[src/rtl/serial_adder_pkg.sv]
// Shared types and constants for the bit-serial adder.
package serial_adder_pkg;

  localparam int WIDTH_DEFAULT = 4;

  typedef enum logic [1:0] {
    ST_LOAD = 2'd0,
    ST_ADD  = 2'd1,
    ST_DONE = 2'd2
  } state_t;

  // The add counter must be able to hold the value WIDTH itself.
  function automatic int cnt_width(input int width);
    return $clog2(width + 1);
  endfunction

  localparam int CNT_W_DEFAULT = cnt_width(WIDTH_DEFAULT);

endpackage

[src/rtl/serial_adder_full_adder.sv]
// One-bit combinational full adder used by the serial datapath.
module full_adder (
  input  logic a,
  input  logic b,
  input  logic cin,
  output logic s,
  output logic cout
);

  assign s    = a ^ b ^ cin;
  assign cout = (a & b) | (a & cin) | (b & cin);

endmodule

[src/rtl/serial_adder.sv]
// Bit-serial unsigned adder: operands shift in LSB-first while load=1,
// then one bit per clock is added through a single full adder.
module serial_adder
  import serial_adder_pkg::*;
#(
  parameter int WIDTH = WIDTH_DEFAULT
) (
  input  logic   clk,
  input  logic   rst,
  input  logic   SI_1,
  input  logic   SI_2,
  input  logic   load,
  output logic   Sum,
  output logic   Cy,
  output state_t dbg_state
);

  localparam int CW = cnt_width(WIDTH);
  localparam logic [CW-1:0] LAST_CNT = CW'(WIDTH);

  logic [WIDTH-1:0] a_q;
  logic [WIDTH-1:0] b_q;
  logic             carry_q;
  logic [CW-1:0]    cnt_q;
  logic [CW-1:0]    cnt_inc;
  state_t           state_q;
  state_t           state_d;
  logic             fa_s;
  logic             fa_c;

  full_adder u_fa (
    .a    (a_q[0]),
    .b    (b_q[0]),
    .cin  (carry_q),
    .s    (fa_s),
    .cout (fa_c)
  );

  assign cnt_inc   = cnt_q + CW'(1);
  assign dbg_state = state_q;

  always_comb begin
    state_d = state_q;
    if (load) begin
      state_d = ST_LOAD;
    end else begin
      case (state_q)
        ST_LOAD, ST_ADD: state_d = (cnt_inc == LAST_CNT) ? ST_DONE : ST_ADD;
        ST_DONE:         state_d = ST_DONE;
        default:         state_d = ST_LOAD;
      endcase
    end
  end

  always_ff @(posedge clk) begin
    if (rst) state_q <= ST_LOAD;
    else     state_q <= state_d;
  end

  always_ff @(posedge clk) begin
    if (rst) begin
      a_q     <= '0;
      b_q     <= '0;
      carry_q <= 1'b0;
      cnt_q   <= '0;
      Sum     <= 1'b0;
      Cy      <= 1'b0;
    end else if (load) begin
      a_q     <= {SI_1, a_q[WIDTH-1:1]};
      b_q     <= {SI_2, b_q[WIDTH-1:1]};
      carry_q <= 1'b0;
      cnt_q   <= '0;
      Sum     <= 1'b0;
      Cy      <= 1'b0;
    end else if (state_q == ST_DONE) begin
      // Operands and counter stay frozen; Cy keeps the final carry-out.
      Sum <= 1'b0;
    end else begin
      a_q     <= {1'b0, a_q[WIDTH-1:1]};
      b_q     <= {1'b0, b_q[WIDTH-1:1]};
      carry_q <= fa_c;
      cnt_q   <= cnt_inc;
      Sum     <= fa_s;
      Cy      <= fa_c;
    end
  end

endmodule

[config.mk]
export PLATFORM = sky130hd
export DESIGN_NAME = serial_adder
export DESIGN_NICKNAME = d
export VERILOG_FILES = /design/src/rtl/serial_adder_pkg.sv /design/src/rtl/serial_adder_full_adder.sv /design/src/rtl/serial_adder.sv
export SDC_FILE = /design/constraint.sdc
export NUM_CORES = 1
export LEC_CHECK = 0
export CELL_PAD_IN_SITES_DETAIL_PLACEMENT = 0
export CELL_PAD_IN_SITES_GLOBAL_PLACEMENT = 1
export CORE_MARGIN = 1.5
export CORE_UTILIZATION = 41
export DETAILED_ROUTE_END_ITERATION = 10
export PLACE_DENSITY_LB_ADDON = 0.1
export SLEW_MARGIN = 30
export SYNTH_ARGS = -nofsm -noshare
export SYNTH_HDL_FRONTEND = slang
export SYNTH_SLANG_ARGS = --single-unit
[constraint.sdc]
create_clock -name clk -period 1.9 [get_ports clk]
set_input_delay 0.38 -clock clk [delete_from_list [all_inputs] [get_ports clk]]
set_output_delay 0.38 -clock clk [all_outputs]
set_load 0.03 [all_outputs]
==> qor.yml <==
status: "finished clean"
fin_crit_sh: 0.9351
post-route-util: 0.5385
power_density_nw_per_um2: 746.1
path_clk_slew_ns: 0.09
whs_endpoint: "b_q[1]"
arrival_ns: 1.40
ys.flop_type: "dfxtp_1"
syn_area_per_cell_sq_um: 9.811
drt_wl_total_um: 1008
synth_top_area_share: 0.4858
clockRootBuffer: "clkbuf_4"
setup_viol: 0
die_h_um: 41.83
synth_cell_types: 22
yosysTopAreaCell: "dfxtp_1"
path_cells: "clkdlybuf4s50_1"
port_buffers: 8
syn_nets: 71
vias: 452
synthTopCellsByArea: "dfxtp_1 49%, a21oi_1 5.7%, o21ai_0 4.9%, nand2_1 4.3%, ha_1 4.0%"
peakVddDrop_v: 0.0003637
r2r_end: "cnt_q[1]"
cts.sinks: 15
coreArea_sq_um: 1350
holdPathStages: 2
crit_buf_inv: 1
maxCapViolCount: 0
n_antenna_cell: 0
cts_made_buffers: 3
final_nets: 82
die_x_um: 41.83
crit_slowest_cell: "clkdlybuf4s50_1"
start_kind: "register"
crit_path_max_incr_delay_ns: 0.70
crit_path_end_kind: "primary output"
cts_resized: 0
ff2ff_setup_slack_ns: 0.79
path_class: "register to primary output"
ys_warn_count: 0
tns_ns: 0
antenna_found_initial: 0
r2r-start: "dbg_state[0]"
grt_use_total: 0.1196
grt_pass1_vias: 387
via_per_inst: 5.136
cts_tree: "done"
grt_pass1_wl_um: 1628
holdWs_ns: 0.4592
h-tree-depth: 1
synth_cells: 63
drv_slew: 0
route.detailed.drc: 0
fmax_ghz: 0.5628
dp_hpwl_um: 720.7
async_reset_ff_frac: 0
drt_iter0_drc: 7
drive_above_1_share: 0.1096
cts_buffer_depth: 2
p_leak_nw: 0.2939
min_path_type: "register to register"
cp_max_fo: 5
maxSlewHeadroom: 0.7569
yosysMostFrequentCell: "dfxtp_1"
wl_per_cell_um: 11.45
gp_congestion: 0.6979
post_cts_buffers: 0
syn_to_final_growth_pct: 17.61
hold_violations: 0
grt_max_degree: 14
postRouteAntennaNets: 0
rsz0062_at_grt: "no"
fin_worst_skew_ns: 0.008724
synth_seq_cells: 15
synth_commonest_cells: "15 x dfxtp_1, 7 x a21oi_1, 7 x nand2_1"
initial_core_util: 0.4578
fill_cells: 135
ios: 9
clock_insertion_delay_worst_skew_ns: 0.28
die_area_sq_um: 1749
syn_area_sq_um: 618.1
worst_pin_slew_ns: 0.3643
rows: 13
ff2ff_path_depth: 3
cp_top_family: "buffers and inverters"
synth_edf_count: 0
worstHoldStart: "b_q[1]"
yosysSeqAreaShare: 0.4858
ctsHoldBuffers: 0
grt-ovfl-total: 0
crit_path_start: "dbg_state[1]"
period_minus_slack_ns: 1.777
worst-endpoint-required_ns: 1.52
first_pass_iters: 5
## cells by family (layout without fill, tap and decap cells)
| family | after synthesis | in the layout | synth area share |
|---|---|---|---|
| xor gates and xnor gates | 2 | 2 | 0.02835 |
| muxes | 2 | 2 | 0.03239 |
| adders and majority gates | 3 | 3 | 0.07287 |
| buffers and inverters | 5 | 15 | 0.05870 |
| and+or+nand+nor | 19 | 19 | 0.1660 |
| AOI/OAI and AO/OA | 17 | 17 | 0.1559 |
| DFF | 15 | 15 | 0.4858 |
## worst max-delay path by stage
stage          slack, ns           end  cells past startpoint
6_report            0.12  dbg_state[1]                      1
3_3_place_gp        0.34      cnt_q[2]                      4
3_5_place_dp        0.31      cnt_q[2]                      4
4_1_cts             0.10  dbg_state[1]                      1
2_1_floorplan       0.62       carry_q                      4
5_1_grt             0.05  dbg_state[1]                      1
## cell usage in the layout (no fill, tap or decap)
cell	instances
or2_1	1
xnor2_1	1
nand2b_2	1
nand3b_1	1
nand2_1	7
nand4_1	1
nor3b_4	1
a22oi_1	2
a21oi_1	7
o21ai_0	6
buf_4	2
inv_1	1
and3_1	1
clkinv_2	1
nor2_1	6
xor2_1	1
a211o_1	1
mux2i_1	2
clkbuf_4	3
clkdlybuf4s50_1	8
fa_1	1
ha_1	2
dfxtp_1	15
a211oi_1	1
## where the power goes
| part | internal, W | total [W] | switching, W |
|---|---|---|---|
| logic | 0.0000194 | 0.0000370 | 0.0000176 |
| clock network | 0.0000780 | 0.000178 | 0.000100 |
| registers | 0.000322 | 0.000327 | 0.00000535 |
## sequential cells by signal, indices dropped and copies added (netlist names)
| register | count |
|---|---|
| Sum | 1 |
| a_q | 4 |
| b_q | 4 |
| carry_q | 1 |
| cnt_q | 3 |
| dbg_state | 2 |
## routing by layer
layer / vias up / share of wire / GRT usage
li1: 236 / - / -
met3: 0 / 0.070 / 0.02609
met4: 0 / 0 / 0.03871
met1: 201 / 0.54 / 0.1707
met2: 15 / 0.39 / 0.1781
met5: - / 0 / 0
## final cells by class
type	instances	area (sq um)	share of cell area
Timing Repair Buffer	10	95.09	0.1308
Clock buffer	3	22.52	0.03098
Multi-Input combinational cell	43	281.5	0.3873
Clock inverter	1	5.005	0.006885
Inverter	1	3.754	0.005164
Tap cell	15	18.77	0.02582
Sequential cell	15	300.3	0.4131
## through the flow
step,instances,area [sq um],worst slack [ns],power [W]
after floorplan,63,618.1,0.6226,0.0003578
after CTS,88,726.9,0.1034,0.0005491
after detailed placement,84,699.4,0.3139,0.0003717
final,88,726.9,0.1233,0.0005424
after global routing,88,726.9,0.05462,0.0005651
after global placement,84,699.4,0.3395,0.0003706
Power figures use the tool's default switching activity.
